==> config.mk <==
export PLATFORM = sky130hd
export DESIGN_NAME = bb_sync_filter_flat
export DESIGN_NICKNAME = d
export VERILOG_FILES = /design/src/rtl/bb_sync_filter_if.sv /design/src/rtl/bb_sync_filter.sv /design/src/flat_wrapper.sv
export SDC_FILE = /design/constraint.sdc
export NUM_CORES = 1
export LEC_CHECK = 0
export ABC_AREA = 1
export BUFFER_PORTS_ARGS = -buffer_cell sky130_fd_sc_hd__buf_2
export CAP_MARGIN = 20
export CELL_PAD_IN_SITES_DETAIL_PLACEMENT = 0
export CELL_PAD_IN_SITES_GLOBAL_PLACEMENT = 1
export CORE_ASPECT_RATIO = 0.9
export CORE_UTILIZATION = 39
export CTS_CLUSTER_DIAMETER = 120
export DETAILED_ROUTE_END_ITERATION = 16
export GPL_ROUTABILITY_DRIVEN = 1
export PLACE_DENSITY = 0.86
export REMOVE_ABC_BUFFERS = 1
export SETUP_SLACK_MARGIN = 0.5
export SYNTH_ARGS = -nofsm -noshare
export SYNTH_HDL_FRONTEND = slang
export SYNTH_SLANG_ARGS = --single-unit
==> constraint.sdc <==
create_clock -name clk -period 1.3 [get_ports clk]
set_input_delay 0.195 -clock clk [delete_from_list [all_inputs] [get_ports clk]]
set_output_delay 0.195 -clock clk [all_outputs]
set_load 0.05 [all_outputs]
==> src/rtl/bb_sync_filter_if.sv <==
// Channel bundle for bb_sync_filter: async level inputs, sticky clears and the
// filtered level / edge-event outputs.
interface bb_sync_filter_if #(
  parameter int unsigned CH_NUM = 4
);
  logic [CH_NUM-1:0] src_signal;
  logic [CH_NUM-1:0] clr_evt;
  logic [CH_NUM-1:0] gen_signal;
  logic [CH_NUM-1:0] rise_pulse;
  logic [CH_NUM-1:0] fall_pulse;
  logic [CH_NUM-1:0] evt_sticky;

  modport master (
    output src_signal,
    output clr_evt,
    input  gen_signal,
    input  rise_pulse,
    input  fall_pulse,
    input  evt_sticky
  );

  modport slave (
    input  src_signal,
    input  clr_evt,
    output gen_signal,
    output rise_pulse,
    output fall_pulse,
    output evt_sticky
  );
endinterface

==> src/rtl/bb_sync_filter.sv <==
// Multi-channel level synchroniser: flop chain, per-channel stability filter,
// registered clean level with coincident rise/fall pulses and a sticky change flag.
module bb_sync_filter #(
  parameter int unsigned        CH_NUM    = 4,
  parameter int unsigned        STAGE_NUM = 2,
  parameter int unsigned        FILT_CNT  = 4,
  parameter logic [CH_NUM-1:0]  RST_VAL   = '0
) (
  input  logic             clk,
  input  logic             rst_n,
  bb_sync_filter_if.slave  bus
);

  localparam int unsigned       CW      = $clog2(FILT_CNT + 1);
  localparam logic [CW-1:0]     CntLast = CW'(FILT_CNT - 1);

  logic [CH_NUM-1:0] sync_q [STAGE_NUM];
  logic [CH_NUM-1:0] synced;

  logic [CW-1:0]     cnt_q [CH_NUM];
  logic [CW-1:0]     cnt_d [CH_NUM];
  logic [CH_NUM-1:0] accept;

  logic [CH_NUM-1:0] gen_q,  gen_d;
  logic [CH_NUM-1:0] rise_q, rise_d;
  logic [CH_NUM-1:0] fall_q, fall_d;
  logic [CH_NUM-1:0] evt_q,  evt_d;

  always_ff @(posedge clk) begin
    if (!rst_n) begin
      for (int unsigned j = 0; j < STAGE_NUM; j++) begin
        sync_q[j] <= RST_VAL;
      end
    end else begin
      sync_q[0] <= bus.src_signal;
      for (int unsigned j = 1; j < STAGE_NUM; j++) begin
        sync_q[j] <= sync_q[j-1];
      end
    end
  end

  assign synced = sync_q[STAGE_NUM-1];

  // Counter tracks how long the synced value has disagreed with gen; any agreement zeroes it.
  always_comb begin
    accept = '0;
    for (int unsigned i = 0; i < CH_NUM; i++) begin
      cnt_d[i] = '0;
      if (synced[i] != gen_q[i]) begin
        if (cnt_q[i] == CntLast) begin
          accept[i] = 1'b1;
        end else begin
          cnt_d[i] = cnt_q[i] + CW'(1);
        end
      end
    end
  end

  // An accepted channel always takes the synced value, so the pulse direction is that value.
  always_comb begin
    gen_d  = gen_q ^ accept;
    rise_d = accept & synced;
    fall_d = accept & ~synced;
    evt_d  = accept | (evt_q & ~bus.clr_evt);
  end

  always_ff @(posedge clk) begin
    if (!rst_n) begin
      gen_q  <= RST_VAL;
      rise_q <= '0;
      fall_q <= '0;
      evt_q  <= '0;
      for (int unsigned i = 0; i < CH_NUM; i++) begin
        cnt_q[i] <= '0;
      end
    end else begin
      gen_q  <= gen_d;
      rise_q <= rise_d;
      fall_q <= fall_d;
      evt_q  <= evt_d;
      for (int unsigned i = 0; i < CH_NUM; i++) begin
        cnt_q[i] <= cnt_d[i];
      end
    end
  end

  assign bus.gen_signal = gen_q;
  assign bus.rise_pulse = rise_q;
  assign bus.fall_pulse = fall_q;
  assign bus.evt_sticky = evt_q;

endmodule

==> src/flat_wrapper.sv <==
// flat-port wrapper written by rule: the top's interface ports become plain ports
module bb_sync_filter_flat 
#(
  parameter int unsigned        CH_NUM    = 4,
  parameter int unsigned        STAGE_NUM = 2,
  parameter int unsigned        FILT_CNT  = 4,
  parameter logic [CH_NUM-1:0]  RST_VAL   = '0
)
  (clk, rst_n, bus_src_signal, bus_clr_evt, bus_gen_signal, bus_rise_pulse, bus_fall_pulse, bus_evt_sticky);
  bb_sync_filter_if #(.CH_NUM(CH_NUM)) bus_i ();
  input  logic clk;
  input  logic rst_n;
  input wire logic [$bits(bus_i.src_signal)-1:0] bus_src_signal;
  input wire logic [$bits(bus_i.clr_evt)-1:0] bus_clr_evt;
  output wire logic [$bits(bus_i.gen_signal)-1:0] bus_gen_signal;
  output wire logic [$bits(bus_i.rise_pulse)-1:0] bus_rise_pulse;
  output wire logic [$bits(bus_i.fall_pulse)-1:0] bus_fall_pulse;
  output wire logic [$bits(bus_i.evt_sticky)-1:0] bus_evt_sticky;
  assign bus_i.src_signal = bus_src_signal;
  assign bus_i.clr_evt = bus_clr_evt;
  assign bus_gen_signal = bus_i.gen_signal;
  assign bus_rise_pulse = bus_i.rise_pulse;
  assign bus_fall_pulse = bus_i.fall_pulse;
  assign bus_evt_sticky = bus_i.evt_sticky;
  bb_sync_filter #(.CH_NUM(CH_NUM), .STAGE_NUM(STAGE_NUM), .FILT_CNT(FILT_CNT), .RST_VAL(RST_VAL)) u_core (.clk(clk), .rst_n(rst_n), .bus(bus_i));
endmodule
==> results.rst, run 1 <==
.. list-table::
   :header-rows: 1

   * - Metric
     - Value
   * - Outcome
     - finished, final reports clean
   * - Number of global-route vias before repair
     - around 950
   * - Final setup viols
     - 0
   * - Clock slew at the register clock pins of the worst setup and hold paths
     - approximately 110 ps
   * - Total Wirelength
     - approximately 2400 um
   * - Share of the synthesized area in the top cell type
     - 57.8%
   * - Setup total negative slack
     - 0 ps
   * - Number of levels in the clock H-tree
     - 2
   * - Count of final hold-check violations
     - 0
   * - Cell taking the most area after synthesis
     - sky130_fd_sc_hd__dfxtp_1
   * - Detailed Routing Iterations Pass 1
     - 4
   * - Initial cell density of the core
     - around two fifths
   * - Most used standard cell by instance count after synthesis
     - sky130_fd_sc_hd__dfxtp_1
   * - Peak VDD IR
     - 0.766 mV
   * - Via-per-instance ratio
     - 4.45
   * - Die width
     - roughly 60 um
   * - Number of standard cells after synthesis
     - about 140
   * - Cell types with the largest area share after synthesis
     - sky130_fd_sc_hd__dfxtp_1 (58%), sky130_fd_sc_hd__ha_1 (11%), sky130_fd_sc_hd__inv_1 (8.4%)
   * - Final HPWL from detailed placement
     - about 1500 um
   * - Lkg Pwr
     - 0.838 nW
   * - Max Clk Rate
     - around 930 MHz
   * - Final RePlAce weighted congestion
     - about 0.75
   * - CTS tree
     - built
   * - Fraction of the yosys area taken by sequential cells
     - 57.8%
   * - Crit path DAT
     - between 1000 and 1500 ps
   * - Most used flip-flop cell after synthesis
     - sky130_fd_sc_hd__dfxtp_1
   * - Maximum clock insertion buffer count
     - 2
   * - Insertion delay to the later sink of the worst-skew pair
     - around 330 ps
   * - Fraction of layout instances using a drive strength above 1
     - about 47%
   * - R2r setup slk
     - 230 ps
   * - Max Fanout on Critical Path
     - 4
   * - IO Count
     - 26
   * - Clock Tree Root
     - sky130_fd_sc_hd__clkbuf_4
   * - Antenna diode instance count
     - 0
   * - Worst Max-Slew Pin Slew
     - approximately 450 ps
   * - Proportion of synthesized flip-flops having asynchronous set or reset
     - 0%
   * - Sort of element at the start of the critical path
     - flop
   * - Portion of the clock cycle consumed by the worst path in the final layout
     - 82.6%
   * - Number of flip-flops and latches in the synthesized netlist
     - 36
   * - Total chip power
     - roughly 1.9 mW
   * - Wire per inst
     - ~11 um
   * - RSZ-0062 raised after global routing
     - yes
   * - PD cells
     - approximately 1000 nW/um2
   * - Yosys warnings
     - 0
   * - Sequential Area
     - roughly 760 um2
   * - Netlist area before placement
     - 1250 um2
   * - Antenna violations before repair
     - 0
   * - Worst reg2reg endpoint
     - u_core.cnt_q[0][11]$_SDFF_PP0_
   * - Number of enable-type register cells in the synthesized netlist
     - 0
   * - Die footprint
     - 3430 um2
   * - Mean post-synth cell area
     - just over 9 um2
   * - Final critical path time including I/O delays and setup
     - between 1000 and 1500 ps
   * - Setup Crit Path Kind
     - reg2reg
   * - Data required time at the worst endpoint
     - approximately 1600 ps
   * - Post-cts hold buffer count
     - 0
   * - Placeable core region
     - a little over 3000 um2
   * - Number of inserted filler cells in the final layout
     - 270
   * - Synth cell count leaders
     - sky130_fd_sc_hd__dfxtp_1 (36), sky130_fd_sc_hd__inv_1 (28), sky130_fd_sc_hd__nand2_1 (20), sky130_fd_sc_hd__nor2_1 (20), sky130_fd_sc_hd__ha_1 (11)
   * - Initial DRC count
     - 26
   * - Vert. Die Dim
     - approximately 56 um
   * - Nature of the critical path endpoint
     - flop
   * - Total congestion overflow after global routing
     - 0
   * - Count of cells along the worst register-to-register path
     - 5
   * - Total number of clock tree sinks
     - 36
   * - Critical path origin
     - u_core.cnt_q[0][9]$_SDFF_PP0_
   * - Number of maximum-capacitance constraint violations
     - 0
   * - Syn-to-layout area delta
     - 51.4%
   * - Row count
     - 19
   * - Launch instance of the worst register-to-register path
     - u_core.cnt_q[0][9]$_SDFF_PP0_
   * - Number of distinct library cells after synthesis
     - 11
   * - Headroom to the max-slew limit
     - a little over two thirds
   * - Number of nets with antenna violations after routing
     - 0
   * - # port buffers
     - 25
   * - Vias
     - between 900 and 1,000
   * - Total area of multi-input combinational cells
     - about 550 um2
   * - Overall routing resource usage
     - between 10% and 20%
   * - Global-route wire length before repair
     - 4000 um
   * - Post-route DRC violation count
     - 0
   * - Hold/Removal Path Class
     - in2reg
   * - Total clock buffers created by CTS
     - 5
   * - Layout Skew
     - ~10 ps
   * - End point of the critical path
     - u_core.cnt_q[0][11]$_SDFF_PP0_
   * - Count of final max-slew check failures
     - 0
   * - Maximum number of pins on one net before global-route repair
     - 25
   * - Nets@finish
     - slightly below 200
## final cells by class
class / instances / area share [%]
multi-input cells: 71 / 29.2
clock buffers: 6 / 2.19
inverters: 28 / 5.57
repair buffers: 33 / 18.3
clock inverters: 2 / 1.86
well taps: 42 / 2.79
flip-flops and latches: 36 / 40.1
## timing repair
item | CTS | global route
gates resized for setup | 98 | 9
buffers inserted | 4 | 4
pin swaps | 21 | 13
setup endpoints to repair | 44 | 44
## cell usage in the layout (no fill, tap or decap)
cell type	n
sky130_fd_sc_hd__nand3b_1	4
sky130_fd_sc_hd__a21oi_1	4
sky130_fd_sc_hd__nand4_1	8
sky130_fd_sc_hd__ha_4	11
sky130_fd_sc_hd__clkbuf_4	5
sky130_fd_sc_hd__clkinv_2	1
sky130_fd_sc_hd__nor2_1	19
sky130_fd_sc_hd__dfxtp_2	22
sky130_fd_sc_hd__buf_2	9
sky130_fd_sc_hd__bufinv_16	1
sky130_fd_sc_hd__buf_4	8
sky130_fd_sc_hd__dfxtp_1	12
sky130_fd_sc_hd__buf_8	16
sky130_fd_sc_hd__inv_2	5
sky130_fd_sc_hd__nor2_2	1
sky130_fd_sc_hd__clkbuf_1	1
sky130_fd_sc_hd__inv_1	23
sky130_fd_sc_hd__dfxtp_4	2
sky130_fd_sc_hd__o21ai_1	3
sky130_fd_sc_hd__o21ai_2	1
sky130_fd_sc_hd__nand2_1	20
## cell families (layout without fill, tap and decap cells)
group | Yosys count | in the layout | synth area share, %
AOI/OAI and AO/OA | 8 | 8 | 3.21
adders and majority gates | 11 | 11 | 11.0
buffers and inverters | 30 | 69 | 9.44
DFF | 36 | 36 | 57.8
and+or+nand+nor | 52 | 52 | 18.5
## through the flow
| stage | cells | instance area, um2 | util (%) | setup slack [ps] | hold slack (ps) |
|---|---|---|---|---|---|
| after floorplan | 135 | 1230 | - | 227 | 288 |
| after global placement | 202 | 1410 | 46.4 | 237 | 376 |
| after detailed placement | 202 | 1410 | 46.4 | 181 | 381 |
| after CTS | 214 | 1830 | 60.1 | 248 | 28.4 |
| after global routing | 218 | 1890 | 62.0 | 162 | 32.4 |
| final | 218 | 1890 | 62.0 | 226 | 44.2 |
## power breakdown
| part | switching [mW] | total, mW | internal, mW | leakage [nW] |
|---|---|---|---|---|
| Combinational | 0.0322 | 0.0551 | 0.0229 | 0.491 |
| Clock | 0.351 | 0.755 | 0.403 | 0.0422 |
| Sequential | 0.00945 | 1.12 | 1.11 | 0.305 |
| Total | 0.393 | 1.93 | 1.54 | 0.838 |
## worst min-delay path by stage
stage | end | startpoint | depth (start not counted)
finish | u_core.sync_q[0][1]$_SDFF_PN0_ | bus_src_signal[1] | 3
floorplan | u_core.sync_q[0][0]$_SDFF_PN0_ | rst_n | 2
CTS | u_core.sync_q[0][1]$_SDFF_PN0_ | bus_src_signal[1] | 3
detailed placement | u_core.sync_q[0][2]$_SDFF_PN0_ | bus_src_signal[2] | 3
global placement | u_core.sync_q[0][0]$_SDFF_PN0_ | bus_src_signal[0] | 3
global route | u_core.sync_q[0][3]$_SDFF_PN0_ | bus_src_signal[3] | 3
## worst max-delay path, cell delays in order (launching register included)
cell                      delay [ps]
sky130_fd_sc_hd__dfxtp_2         350
sky130_fd_sc_hd__ha_4            160
sky130_fd_sc_hd__ha_4            160
sky130_fd_sc_hd__inv_2            40
sky130_fd_sc_hd__nand4_1         150
sky130_fd_sc_hd__nor2_2          150
## per-layer routing
layer  vias up  track usage, %  wire length, um
met3         2            7.91              120
met4         0            5.71               11
met1       441            16.6              944
met2        28            28.4             1330
li1        499               -                -
met5         -               0                0
No activity file was read; power rests on OpenSTA's default activity.
==> run 2: changes to the inputs <==
--- a/config.mk
+++ b/config.mk
@@ -5,17 +5,17 @@
 export SDC_FILE = /design/constraint.sdc
 export NUM_CORES = 1
 export LEC_CHECK = 0
-export ABC_AREA = 1
+export ABC_AREA = 0
 export BUFFER_PORTS_ARGS = -buffer_cell sky130_fd_sc_hd__buf_2
 export CAP_MARGIN = 20
 export CELL_PAD_IN_SITES_DETAIL_PLACEMENT = 0
 export CELL_PAD_IN_SITES_GLOBAL_PLACEMENT = 1
 export CORE_ASPECT_RATIO = 0.9
-export CORE_UTILIZATION = 39
+export CORE_UTILIZATION = 42
 export CTS_CLUSTER_DIAMETER = 120
 export DETAILED_ROUTE_END_ITERATION = 16
 export GPL_ROUTABILITY_DRIVEN = 1
-export PLACE_DENSITY = 0.86
+export PLACE_DENSITY = 0.87
 export REMOVE_ABC_BUFFERS = 1
 export SETUP_SLACK_MARGIN = 0.5
 export SYNTH_ARGS = -nofsm -noshare
==> constraint.sdc (replaced) <==
create_clock -name clk -period 1.1 [get_ports clk]
set_input_delay 0.165 -clock clk [delete_from_list [all_inputs] [get_ports clk]]
set_output_delay 0.165 -clock clk [all_outputs]
set_load 0.05 [all_outputs]
==> results.rst, run 2 <==
.. list-table::
   :header-rows: 1

   * - Metric
     - Value
   * - Outcome
     - finished, final reports clean
   * - Final WS setup
     - about 6.4 ps
   * - Hold wc startpoint
     - bus_clr_evt[3]
   * - Die footprint
     - about 3400 um2
   * - Final setup viols
     - 0
   * - Share of the synthesized area in the top cell type
     - 54.1%
   * - Final HPWL from detailed placement
     - between 1000 and 1500 um
   * - Cell taking the most area after synthesis
     - sky130_fd_sc_hd__dfxtp_1
   * - Launch instance of the worst register-to-register path
     - u_core.cnt_q[0][0]$_SDFF_PP0_
   * - Antenna violations before repair
     - 0
   * - Vert. Die Dim
     - about 55 um
   * - Nets@finish
     - between 150 and 200
   * - Total chip power
     - 2.19 mW
   * - Setup Crit Path Kind
     - reg2reg
   * - Die width
     - between 60 and 70 um
   * - Final RePlAce weighted congestion
     - about 0.7
   * - Fraction of the yosys area taken by sequential cells
     - approximately 54%
   * - CP delay by family, top
     - flip-flops
   * - Final instance area
     - between 2000 and 2500 um2
   * - Nature of the critical path endpoint
     - flop
   * - Initial DRC count
     - 15
   * - # port buffers
     - 25
   * - Worst reg2reg endpoint
     - u_core.cnt_q[0][1]$_SDFF_PP0_
   * - Clock slew at the register clock pins of the worst setup and hold paths
     - ~100 ps
   * - Most common cell on crit path
     - sky130_fd_sc_hd__ha_4
   * - Count of final hold-check violations
     - 0
   * - Headroom to the max-slew limit
     - a little over two thirds
   * - Top library cells by usage in the layout, fill and taps aside
     - sky130_fd_sc_hd__dfxtp_2 (20), sky130_fd_sc_hd__buf_8 (16), sky130_fd_sc_hd__nor3b_2 (12), sky130_fd_sc_hd__dfxtp_1 (12), sky130_fd_sc_hd__ha_4 (11)
   * - Worst Max-Slew Pin Slew
     - 442 ps
   * - Initial cell density of the core
     - between 40% and 50%
   * - Syn-to-layout area delta
     - 64.1%
   * - Netlist area before placement
     - ~1300 um2
   * - Slowest cell delay on critical path
     - 350 ps
   * - Placeable core region
     - around 3000 um2
   * - Total clock buffers created by CTS
     - 5
   * - Proportion of synthesized flip-flops having asynchronous set or reset
     - 0%
   * - Total Wirelength
     - around 2600 um
   * - Max Clk Rate
     - ~910 MHz
   * - Mean post-synth cell area
     - between 10 and 15 um2
   * - Most used standard cell by instance count after synthesis
     - sky130_fd_sc_hd__dfxtp_1
   * - Number of levels in the clock H-tree
     - 2
   * - Post-placement setup slack
     - -73.5 ps
   * - Maximum clock insertion buffer count
     - 2
   * - Number of global-route vias before repair
     - 943
   * - Cell count along the critical path
     - 4
   * - Number of nets with antenna violations after routing
     - 0
   * - Fraction of layout instances using a drive strength above 1
     - between 70% and 80%
   * - Insertion delay to the later sink of the worst-skew pair
     - 320 ps
   * - Global-route wire length before repair
     - around 4100 um
   * - Total congestion overflow after global routing
     - 0
   * - Row count
     - 19
   * - Standard cell with the maximum stage delay on the critical path
     - sky130_fd_sc_hd__dfxtp_2
   * - Vias
     - between 900 and 1,000
   * - Via-per-instance ratio
     - 4.74
   * - PD cells
     - between 900 and 1000 nW/um2
   * - IO Count
     - 26
   * - Total number of clock tree sinks
     - 36
   * - Antenna diode instance count
     - 0
   * - Number of maximum-capacitance constraint violations
     - 0
   * - Number of enable-type register cells in the synthesized netlist
     - 0
   * - Min-Delay Endpoint
     - u_core.bus.evt_sticky[3]$_SDFF_PN0_
   * - Lkg Pwr
     - 0.796 nW
   * - Count of final max-slew check failures
     - 0
   * - Crit path DAT
     - roughly 1300 ps
   * - Number of distinct library cells after synthesis
     - 18
   * - Overall routing resource usage
     - 16.8%
   * - Area of placed instances
     - between 1500 and 2000 um2
   * - Clock Tree Root
     - sky130_fd_sc_hd__clkbuf_4
   * - Count of cells along the worst register-to-register path
     - 4
   * - Maximum number of pins on one net before global-route repair
     - 25
   * - Wire per inst
     - around 13 um
   * - Sort of element at the start of the critical path
     - flop
   * - Number of flip-flops and latches in the synthesized netlist
     - 36
   * - RSZ-0062 raised after global routing
     - yes
   * - Most used flip-flop cell after synthesis
     - sky130_fd_sc_hd__dfxtp_1
   * - Leading cell type in the layout, fill and taps excluded
     - sky130_fd_sc_hd__dfxtp_2
   * - Number of cells traversed by the worst hold path
     - 2
   * - Layout Skew
     - 3.98 ps
   * - Portion of the clock cycle consumed by the worst path in the final layout
     - slightly below 100%
   * - Peak VDD IR
     - 0.878 mV
   * - Post-route DRC violation count
     - 0
   * - Max Fanout on Critical Path
     - 3
   * - Synth cell count leaders
     - sky130_fd_sc_hd__dfxtp_1 (36), sky130_fd_sc_hd__ha_1 (11), sky130_fd_sc_hd__nor3b_2 (9), sky130_fd_sc_hd__and2_1 (8), sky130_fd_sc_hd__nor3_1 (8)
   * - Hold/Removal Path Class
     - in2reg
   * - Final critical path time including I/O delays and setup
     - about 1100 ps
   * - Crit path buffers/inverters
     - 0
   * - Data required time at the worst endpoint
     - approximately 1400 ps
   * - CTS tree
     - built
   * - Number of standard cells after synthesis
     - between 100 and 150
   * - Worst path cell trace
     - ha_4 -> ha_4 -> nand2b_4 -> nor3b_2
   * - R2r setup slk
     - roughly 6.4 ps
   * - Yosys warnings
     - 0
   * - Cell types with the largest area share after synthesis
     - sky130_fd_sc_hd__dfxtp_1 (54%), sky130_fd_sc_hd__ha_1 (10%), sky130_fd_sc_hd__nor3b_2 (8.5%)
   * - Detailed Routing Iterations Pass 1
     - 2
run 2: per-layer routing:
metal  GRT usage (%)  vias up  share of wire, %
li1                -      456                 -
met1            17.2      454                36
met2            29.3       16                60
met3            7.03        4               3.4
met4            6.67        0               1.1
met5               0        -                 0
run 2: worst max-delay path by stage:
stage	from	to	slack, ps
after global placement	u_core.cnt_q[0][3]$_SDFF_PP0_	u_core.cnt_q[0][4]$_SDFF_PP0_	3
after global routing	u_core.cnt_q[0][0]$_SDFF_PP0_	u_core.cnt_q[0][1]$_SDFF_PP0_	-40
after detailed placement	u_core.cnt_q[0][9]$_SDFF_PP0_	u_core.cnt_q[0][10]$_SDFF_PP0_	-70
after CTS	flop	bus_gen_signal[1]	50
final	u_core.cnt_q[0][0]$_SDFF_PP0_	u_core.cnt_q[0][1]$_SDFF_PP0_	6
after floorplan	flop	u_core.cnt_q[0][1]$_SDFF_PP0_	-60
run 2: final cells by class:
| cell class | instances | area, um2 |
|---|---|---|
| repair buffers | 40 | 438 |
| clock buffers | 7 | 65.1 |
| fillers | 211 | 856 |
| multi-input cells | 67 | 856 |
| inverters | 4 | 15.0 |
| well taps | 42 | 52.6 |
| flip-flops and latches | 36 | 761 |
run 2: kinds of logic (layout without fill, tap and decap cells):
family                     count (synthesis)  after routing  synth area share (%)
and+or+nand+nor                           44             44                  26.0
DFF                                       36             36                  54.1
adders and majority gates                 11             11                  10.3
buffers and inverters                      6             51                  2.35
AOI/OAI and AO/OA                          4              4                  1.60
xor gates and xnor gates                   4              4                  2.63
muxes                                      4              4                  3.00
run 2: metrics by stage:
stage               instances  hold slack [ps]  TNS (ps)  utilization [%]
floorplan                 107              259      -718                -
finish                    196             26.8         0             71.9
global route              196            -3.55     -57.6             71.9
detailed placement        179              356      -322             50.7
global placement          179              346         0             50.7
CTS                       192            -17.0         0             67.4
run 2: what timing repair did:
action | CTS | global route
hold endpoints to repair | 1 | 1
pin swaps | 9 | 1
resized for setup | 105 | 21
setup buffers | 6 | 4
endpoints found under the setup margin | 44 | 44
run 2: report_power, final:
part	switching, mW	leakage (nW)	internal (mW)
Sequential	0.0155	0.305	1.31
Clock	0.384	0.0374	0.362
Combinational	0.0565	0.454	0.0557
Total	0.456	0.796	1.73
==> run 3: changes to the inputs <==
--- a/config.mk
+++ b/config.mk
@@ -11,11 +11,11 @@
 export CELL_PAD_IN_SITES_DETAIL_PLACEMENT = 0
 export CELL_PAD_IN_SITES_GLOBAL_PLACEMENT = 1
 export CORE_ASPECT_RATIO = 0.9
-export CORE_UTILIZATION = 42
+export CORE_UTILIZATION = 40
 export CTS_CLUSTER_DIAMETER = 120
 export DETAILED_ROUTE_END_ITERATION = 16
 export GPL_ROUTABILITY_DRIVEN = 1
-export PLACE_DENSITY = 0.87
+export PLACE_DENSITY = 0.84
 export REMOVE_ABC_BUFFERS = 1
 export SETUP_SLACK_MARGIN = 0.5
 export SYNTH_ARGS = -nofsm -noshare
==> results.rst, run 3 (synthesized netlist as in run 2, its figures left out) <==
.. list-table::
   :header-rows: 1

   * - Metric
     - Value
   * - Final HPWL from detailed placement
     - 1500 um
   * - Worst Max-Slew Pin Slew
     - ~400 ps
   * - Peak VDD IR
     - 0.764 mV
   * - Top library cells by usage in the layout, fill and taps aside
     - sky130_fd_sc_hd__dfxtp_2 (21), sky130_fd_sc_hd__nor3b_2 (12), sky130_fd_sc_hd__dfxtp_1 (12), sky130_fd_sc_hd__ha_4 (10), sky130_fd_sc_hd__buf_8 (10)
   * - Critical path origin
     - u_core.cnt_q[0][3]$_SDFF_PP0_
   * - Final instance area
     - about 2100 um2
   * - Launch instance of the worst register-to-register path
     - u_core.cnt_q[0][3]$_SDFF_PP0_
   * - Syn-to-layout area delta
     - 58.4%
   * - Headroom to the max-slew limit
     - between 70% and 80%
   * - Crit path DAT
     - 1260 ps
   * - Count of cells along the worst register-to-register path
     - 4
   * - Overall routing resource usage
     - ~16%
   * - Total congestion overflow after global routing
     - 0
   * - Count of final max-slew check failures
     - 0
   * - RSZ-0062 raised after global routing
     - yes
   * - Initial cell density of the core
     - between 40% and 50%
   * - Total clock buffers created by CTS
     - 5
   * - Clock Tree Root
     - sky130_fd_sc_hd__clkbuf_8
   * - Lkg Pwr
     - just under 0.8 nW
   * - Max Clk Rate
     - ~950 MHz
   * - Nets@finish
     - ~170
   * - Global-route wire length before repair
     - between 4000 and 5000 um
   * - # port buffers
     - 25
   * - Portion of the clock cycle consumed by the worst path in the final layout
     - approximately 95%
   * - Nature of the critical path endpoint
     - flop
   * - CTS tree
     - built
   * - Post-route DRC violation count
     - 0
   * - Maximum number of pins on one net before global-route repair
     - 25
   * - Row count
     - 19
   * - Maximum clock insertion buffer count
     - 2
   * - IO Count
     - 26
   * - End point of the critical path
     - u_core.cnt_q[0][4]$_SDFF_PP0_
   * - Leading cell type in the layout, fill and taps excluded
     - sky130_fd_sc_hd__dfxtp_2
   * - Insertion delay to the later sink of the worst-skew pair
     - 280 ps
   * - Sort of element at the start of the critical path
     - flop
   * - Data required time at the worst endpoint
     - between 1000 and 1500 ps
   * - Number of levels in the clock H-tree
     - 2
   * - PD cells
     - 1130 nW/um2
   * - Max Fanout on Critical Path
     - 3
   * - Worst reg2reg endpoint
     - u_core.cnt_q[0][4]$_SDFF_PP0_
   * - Final RePlAce weighted congestion
     - 0.741
   * - Clock slew at the register clock pins of the worst setup and hold paths
     - roughly 70 ps
   * - Vert. Die Dim
     - 56.8 um
   * - Vias
     - 914
   * - Wire per inst
     - about 13 um
   * - Area of placed instances
     - about 1500 um2
   * - Number of inserted filler cells in the final layout
     - roughly 220
   * - Die footprint
     - ~3600 um2
   * - Count of final hold-check violations
     - 0
   * - Total Wirelength
     - approximately 2400 um
   * - Hold/Removal Path Class
     - in2reg
   * - Antenna violations before repair
     - 0
   * - Initial DRC count
     - 26
   * - R2r setup slk
     - 50 ps
   * - Placeable core region
     - 3110 um2
   * - Via-per-instance ratio
     - 4.74
   * - Antenna diode instance count
     - 0
   * - Number of nets with antenna violations after routing
     - 0
   * - Setup Crit Path Kind
     - reg2reg
   * - Post-Route Hold Slack
     - approximately 49 ps
   * - Number of global-route vias before repair
     - approximately 970
   * - Fraction of layout instances using a drive strength above 1
     - just over 70%
   * - Count of placed standard cells including taps
     - about 180
   * - Count of non-filler cells in the finished layout
     - a little under 200
   * - Die width
     - between 60 and 70 um
   * - Final critical path time including I/O delays and setup
     - 1050 ps
   * - Detailed Routing Iterations Pass 1
     - 4
   * - Number of maximum-capacitance constraint violations
     - 0
   * - Layout Skew
     - ~3.2 ps
   * - Total number of clock tree sinks
     - 36
   * - Outcome
     - finished, final reports clean
   * - Final setup viols
     - 0
-- run 3: worst min-delay path by stage --
stage                               from                                  end  depth (start not counted)
after floorplan           bus_clr_evt[3]  u_core.bus.evt_sticky[3]$_SDFF_PN0_                          1
after global placement    bus_clr_evt[3]  u_core.bus.evt_sticky[3]$_SDFF_PN0_                          2
after detailed placement  bus_clr_evt[3]  u_core.bus.evt_sticky[3]$_SDFF_PN0_                          2
after CTS                 bus_clr_evt[3]  u_core.bus.evt_sticky[3]$_SDFF_PN0_                          2
after global routing      bus_clr_evt[3]  u_core.bus.evt_sticky[3]$_SDFF_PN0_                          2
final                     bus_clr_evt[3]  u_core.bus.evt_sticky[3]$_SDFF_PN0_                          2
-- run 3: routing by layer --
layer | wire, um | global-route usage [%] | share of wire, %
met4 | 49 | 6.98 | 2.0
met1 | 993 | 16.1 | 41
met3 | 120 | 6.50 | 4.9
met2 | 1280 | 28.9 | 52
met5 | 0 | 0 | 0
-- run 3: power breakdown --
group / total (mW) / internal, mW / switching (mW)
Combinational: 0.107 / 0.0539 / 0.0534
Clock: 0.941 / 0.499 / 0.442
Sequential: 1.33 / 1.31 / 0.0143
Total: 2.38 / 1.87 / 0.510
-- run 3: layout make-up --
type,instances,area [um2],share of cell area [%]
Multi-Input combinational cell,67,823,39.0
Sequential cell,36,758,35.9
Timing Repair Buffer,36,369,17.5
Clock buffer,6,82.6,3.91
Tap cell,42,52.6,2.49
Inverter,4,15.0,0.711
Clock inverter,2,10.0,0.474
-- run 3: worst max-delay path, stage by stage, from the launching register on --
cell                       delay (ps)
sky130_fd_sc_hd__dfxtp_4          350
sky130_fd_sc_hd__ha_4             170
sky130_fd_sc_hd__ha_4             160
sky130_fd_sc_hd__nand2b_4         150
sky130_fd_sc_hd__nor3b_2          140
-- run 3: what timing repair did --
action / in CTS / in global routing
buffers inserted: 4 / 2
pin swaps: 7 / 7
hold buffers: 0 / 0
gates resized for setup: 98 / 14
setup endpoints to repair: 44 / 44
-- run 3: stage by stage --
step	setup TNS [ps]	setup WS [ps]	power, mW	utilization [%]
after CTS	0	32.8	2.40	65.4
after floorplan	-718	-62.0	1.39	-
after detailed placement	-398	-103	1.44	49.6
after global placement	0	1.43	1.44	49.6
after global routing	0	11.0	2.49	67.8
final	0	50.5	2.38	67.8
